[config.mk]
export PLATFORM = sky130hd
export DESIGN_NAME = inject_one_flit
export DESIGN_NICKNAME = d
export VERILOG_FILES = /design/src/rtl/inject_one_flit_pkg.sv /design/src/rtl/inj_fifo.sv /design/src/rtl/inject_one_flit.sv
export SDC_FILE = /design/constraint.sdc
export NUM_CORES = 1
export LEC_CHECK = 0
export CORE_UTILIZATION = 31
export DETAILED_ROUTE_END_ITERATION = 10
export PLACE_DENSITY = 0.55
export SLEW_MARGIN = 0
export SYNTH_ARGS = -nofsm -noshare
export SYNTH_HDL_FRONTEND = slang
export SYNTH_HIERARCHICAL = 1
export SYNTH_SLANG_ARGS = --single-unit
[constraint.sdc]
create_clock -name clk -period 2 [get_ports clk]
set_input_delay 0.4 -clock clk [delete_from_list [all_inputs] [get_ports clk]]
set_output_delay 0.4 -clock clk [all_outputs]
set_load 0.02 [all_outputs]
[src/rtl/inject_one_flit_pkg.sv]
// inject_one_flit_pkg
//   Shared types and defaults for the flit injection stage.
//   flit_int_t     : internal flit format carried on each pipeline channel
//   WIDTH_FLIT_INT : packed width of flit_int_t
//   INJ_DEPTH      : default injection-queue depth
//   INJ_STARVE_THRESH : default blocked-cycle count that raises starved
package inject_one_flit_pkg;

   localparam int NUM_CHNL          = 4;
   localparam int WIDTH_FLIT_DATA   = 16;
   localparam int WIDTH_FLIT_DST    = 5;
   localparam int WIDTH_FLIT_INT    = 3 + WIDTH_FLIT_DST + WIDTH_FLIT_DATA;

   localparam int INJ_DEPTH         = 4;
   localparam int INJ_STARVE_THRESH = 8;

   typedef struct packed {
      logic                       valid;
      logic                       head;
      logic                       tail;
      logic [WIDTH_FLIT_DST-1:0]  dst;
      logic [WIDTH_FLIT_DATA-1:0] data;
   } flit_int_t;

   // Isolate the lowest set bit; all-zero in gives all-zero out.
   function automatic logic [NUM_CHNL-1:0] lowest_one_hot(input logic [NUM_CHNL-1:0] v);
      return v & (~v + NUM_CHNL'(1));
   endfunction

endpackage

[src/rtl/inj_fifo.sv]
// inj_fifo
//   Injection queue: DEPTH entries of flit_int_t, FIFO order.
//   clk, rst_n : clock, async active-low reset (clears occupancy/pointers)
//   push, din  : write din when push and not full
//   pop        : drop head when pop and not empty
//   head       : oldest entry (undefined content when empty)
//   full/empty : derived from the registered occupancy count only
module inj_fifo
   import inject_one_flit_pkg::*;
#(
   parameter int DEPTH = INJ_DEPTH
) (
   input  logic      clk,
   input  logic      rst_n,
   input  logic      push,
   input  flit_int_t din,
   input  logic      pop,
   output flit_int_t head,
   output logic      full,
   output logic      empty
);

   localparam int PW = $clog2(DEPTH);
   localparam int CW = PW + 1;
   localparam logic [CW-1:0] FULL_CNT = CW'(DEPTH);

   flit_int_t         mem [DEPTH];
   logic [PW-1:0]     wr_ptr, rd_ptr;
   logic [CW-1:0]     count;
   logic              do_push, do_pop;

   assign full    = (count == FULL_CNT);
   assign empty   = (count == '0);
   assign do_push = push & ~full;
   assign do_pop  = pop & ~empty;
   assign head    = mem[rd_ptr];

   // Storage needs no reset: occupancy alone decides what is valid.
   always_ff @(posedge clk) begin
      if (do_push) mem[wr_ptr] <= din;
   end

   // Pointers wrap naturally since DEPTH is a power of two.
   always_ff @(posedge clk or negedge rst_n) begin
      if (!rst_n) begin
         wr_ptr <= '0;
         rd_ptr <= '0;
         count  <= '0;
      end else begin
         if (do_push) wr_ptr <= wr_ptr + PW'(1);
         if (do_pop)  rd_ptr <= rd_ptr + PW'(1);
         case ({do_push, do_pop})
            2'b10:   count <= count + CW'(1);
            2'b01:   count <= count - CW'(1);
            default: count <= count;
         endcase
      end
   end

endmodule

[src/rtl/inject_one_flit.sv]
// inject_one_flit
//   Queues flits from the network interface and injects at most one per
//   cycle into the lowest-index free pipeline channel.
//   clk, rst_n       : clock, async active-low reset
//   din_0..din_3     : channel flits after ejection; .valid=0 means free
//   inj_flit/valid   : flit offered by the NI
//   inj_ready        : queue not full (registered occupancy only)
//   dout_0..dout_3   : registered channel flits, one may carry the injected flit
//   inj_chnl_vec     : registered one-hot of the channel injected, 0 if none
//   starved          : registered, queue blocked STARVE_THRESH+ cycles
module inject_one_flit
   import inject_one_flit_pkg::*;
#(
   parameter int DEPTH         = INJ_DEPTH,
   parameter int STARVE_THRESH = INJ_STARVE_THRESH
) (
   input  logic       clk,
   input  logic       rst_n,
   input  flit_int_t  din_0,
   input  flit_int_t  din_1,
   input  flit_int_t  din_2,
   input  flit_int_t  din_3,
   input  flit_int_t  inj_flit,
   input  logic       inj_valid,
   output logic       inj_ready,
   output flit_int_t  dout_0,
   output flit_int_t  dout_1,
   output flit_int_t  dout_2,
   output flit_int_t  dout_3,
   output logic [3:0] inj_chnl_vec,
   output logic       starved
);

   localparam int SW = $clog2(STARVE_THRESH + 1);
   localparam logic [SW-1:0] STHR = SW'(STARVE_THRESH);

   flit_int_t [NUM_CHNL-1:0] din_a;
   flit_int_t [NUM_CHNL-1:0] dout_q;
   logic      [NUM_CHNL-1:0] free_vec, sel_vec, vec_q;
   flit_int_t                head, inj_out;
   logic                     fifo_full, fifo_empty, inj_go;
   logic      [SW-1:0]       stv_cnt, stv_nxt;
   logic                     stv_q;

   assign din_a = {din_3, din_2, din_1, din_0};

   for (genvar ch = 0; ch < NUM_CHNL; ch++) begin : g_free
      assign free_vec[ch] = ~din_a[ch].valid;
   end

   assign sel_vec   = lowest_one_hot(free_vec);
   assign inj_go    = ~fifo_empty & (|free_vec);
   assign inj_ready = ~fifo_full;

   // The queue never bypasses: head comes from storage written on an
   // earlier edge, so a fresh push waits at least one cycle.
   inj_fifo #(.DEPTH(DEPTH)) u_fifo (
      .clk   (clk),
      .rst_n (rst_n),
      .push  (inj_valid),
      .din   (inj_flit),
      .pop   (inj_go),
      .head  (head),
      .full  (fifo_full),
      .empty (fifo_empty)
   );

   always_comb begin
      inj_out       = head;
      inj_out.valid = 1'b1;
   end

   always_ff @(posedge clk or negedge rst_n) begin
      if (!rst_n) begin
         dout_q <= '0;
         vec_q  <= '0;
      end else begin
         for (int ch = 0; ch < NUM_CHNL; ch++)
            dout_q[ch] <= (inj_go && sel_vec[ch]) ? inj_out : din_a[ch];
         vec_q <= inj_go ? sel_vec : '0;
      end
   end

   // Counts only while something waits and nothing leaves; saturates so it
   // never wraps back below the threshold.
   always_comb begin
      stv_nxt = stv_cnt;
      if (fifo_empty || inj_go) stv_nxt = '0;
      else if (stv_cnt < STHR)  stv_nxt = stv_cnt + SW'(1);
   end

   always_ff @(posedge clk or negedge rst_n) begin
      if (!rst_n) begin
         stv_cnt <= '0;
         stv_q   <= 1'b0;
      end else begin
         stv_cnt <= stv_nxt;
         stv_q   <= (stv_nxt >= STHR);
      end
   end

   assign dout_0       = dout_q[0];
   assign dout_1       = dout_q[1];
   assign dout_2       = dout_q[2];
   assign dout_3       = dout_q[3];
   assign inj_chnl_vec = vec_q;
   assign starved      = stv_q;

endmodule

==> reports/metrics.yaml, run 1 <==
antenna_found_initial: 0
drv_cap: 0
gp_congestion: 0.759
grt_pass1_vias: 4857
synth_nets: 520
grt_start_max_net_pins: 39
placed_area_sq_um: 10700
worstPathArrival_ns: 2.33
multi_input_area_sq_um: 2070
drive_gt1_share_pct: 28.4
critPathBufInv: 3
numPortBuffers: 223
power.leakage_nw: 4.42
drt_pass1_iterations: 4
power.density_nw_per_um2: 1290
nets: 783
slowest_delay_ns: 0.38
worst_pin_slew_ns: 0.366
pre_cts_ws_ns: -0.414
hold_violations: 0
clockBufferDepth: 3
ir_worst_vdd_mv: 0.602
synth_area_sq_um: 7760
slowest_stage: "dfrtp_1"
rsz0062_at_grt: "true"
path_class: "reg2reg"
fin_crit_sh_pct: 97.8
track_usage_pct: 15.7
wl_per_cell_um: 20.0
detail-route-antenna-nets: 0
overflow: 0
final_cell_area_sq_um: 11400
cp_max_fo: 4
min_period_ns: 1.96
dieHeight_um: 160
die-area_sq_um: 25700
setup_viol: 0
grt_first_pass_wirelength_um: 30000
report.final.slew_viol_count: 0
ff_latch_area_sq_um: 5570
status: "finished, final reports clean"
routed_wl_um: 19800
drc_errors: 0
std_cell_rows: 57
fillers: 2068
initialDrtViolationCount: 140
cts_tree: "yes"
fin_ws_ns: 0.0441
cp_top_family: "adder cells"
via_count: 4385
critical_path.startpoint_type: "flop"
vias_per_cell: 4.42
cts_buffers: 22
root_buffer: "clkbuf_16"
initial_utilization_pct: 31.7
yosysWarnings: 6
cts_sinks: 204
required_ns: 2.38
end_kind: "flop"
total_power_w: 0.0148
dp_hpwl_um: 14300
ios: 225
cts_htree_levels: 1
syn_inst: 390
diodes: 0
die_w_um: 160
synth_area_per_cell_sq_um: 19.9
fin_worst_skew_ns: 0.00899
hp-class: "in2async"
areaGrowthSynthToFinish_pct: 47.5
path_cells: "buf_4 -> nor3b_4 -> nor2b_2 -> inv_1 -> ha_2 -> inv_1 -> fa_2 -> xor2_1 -> nor2_1 -> xor2_1"
core_sq_um: 24500
cts.clk_slew.worst_paths_ns: 0.06
fmax_mhz: 511
max-slew-margin-rel_pct: 75.6
clk_latency_ns: 0.50
whs_ns: 0.365
-- per-layer routing --
layer | GRT usage, % | vias up | part of all wire [%]
met5 | 0 | - | 0
met4 | 3.81 | 0 | 1.4
met3 | 3.32 | 23 | 5.1
met2 | 28.4 | 116 | 53
met1 | 19.0 | 2262 | 40
li1 | - | 1984 | -
-- where the power goes --
group / switching (W) / internal [W] / total [W] / leakage (nW)
combinational: 0.00252 / 0.00251 / 0.00503 / 1.90
sequential: 0.000282 / 0.00534 / 0.00563 / 2.16
clock: 0.00159 / 0.00251 / 0.00410 / 0.354
total: 0.00439 / 0.0104 / 0.0148 / 4.42
-- state kept, by name, indices dropped and copies added (netlist names) --
name           cells
dout_2            24
starved            1
u_fifo/count       3
u_fifo/wr_ptr      2
dout_0            24
u_fifo/mem        92
u_fifo/rd_ptr      2
dout_3            24
dout_1            24
stv_cnt            4
inj_chnl_vec       4
-- stage by stage --
step           util [%]  cells  TNS, ns
4_1_cts            46.8    993  -0.0140
6_report           46.8    993        0
2_1_floorplan         -    390        0
3_5_place_dp       43.6    952    -6.25
5_1_grt            46.8    993   -0.143
3_3_place_gp       43.6    952    -4.60
-- final cells by class --
type                            count  area share, %
Sequential cell                   204           48.6
Tap cell                          324           3.54
Timing Repair Buffer              255           23.0
Multi-Input combinational cell    162           18.1
Inverter                            8          0.262
Clock buffer                       31           5.65
Clock inverter                      9          0.864
-- placed cells by master, fill, tap and decap left out, types with 2 or more instances in the layout --
cell             instances
nand2_1                  2
and2_1                   4
ha_1                     5
nor2_1                   6
buf_4                   19
clkbuf_16               24
mux4_2                  18
clkinv_2                 2
bufinv_16                2
buf_12                  13
clkinvlp_4               2
mux2_4                  18
mux4_1                   5
xnor2_1                  4
clkbuf_8                 2
or2_2                    2
nor3b_4                  2
clkdlybuf4s50_1        221
mux2_2                  75
xor2_1                   4
mux2i_1                  2
clkbuf_1                 5
nand2b_1                 2
inv_1                    8
clkinvlp_2               2
dfrtp_1                112
edfxtp_1                92
-- worst register-to-register path: stages, from the launching register on --
cell	delay (ns)
dfrtp_1	0.38
buf_4	0.16
nor3b_4	0.23
nor2b_2	0.08
inv_1	0.06
ha_2	0.17
inv_1	0.06
fa_2	0.33
xor2_1	0.15
nor2_1	0.06
xor2_1	0.15
-- timing repair --
action | CTS | global route
setup endpoints to repair | 2 | 3
resized for setup | 6 | 1
endpoints found under the hold margin | 21 | 0
hold buffers | 1 | 0
setup buffers | 1 | 0
pin swaps | 3 | 0
-- final timing paths --
path | cells after the start | endpoint | start | slack (ns)
setup reg to reg | 10 | u_fifo/count[2] | u_fifo/count[0] | 0.04
setup / recovery | 10 | u_fifo/count[2] | u_fifo/count[0] | 0.04
max in group asynchronous | 3 | dout_0[6] | rst_n | 1.10
min in group clk | 2 | dout_3[9] | din_3[9] | 0.51
hold reg to reg | 1 | u_fifo/rd_ptr[0] | u_fifo/rd_ptr[0] | 0.55
hold / removal | 2 | dout_0[18] | rst_n | 0.37
No activity file was read; power rests on OpenSTA's default activity.
==> inputs of run 2 (changes only) <==
--- a/config.mk
+++ b/config.mk
@@ -6,6 +6,7 @@
 export NUM_CORES = 1
 export LEC_CHECK = 0
 export CORE_UTILIZATION = 31
+export CTS_CLUSTER_SIZE = 30
 export DETAILED_ROUTE_END_ITERATION = 10
 export PLACE_DENSITY = 0.55
 export SLEW_MARGIN = 0
==> results of run 2 <==
The final DEF is identical to that of run 1; final timing and power are the same.
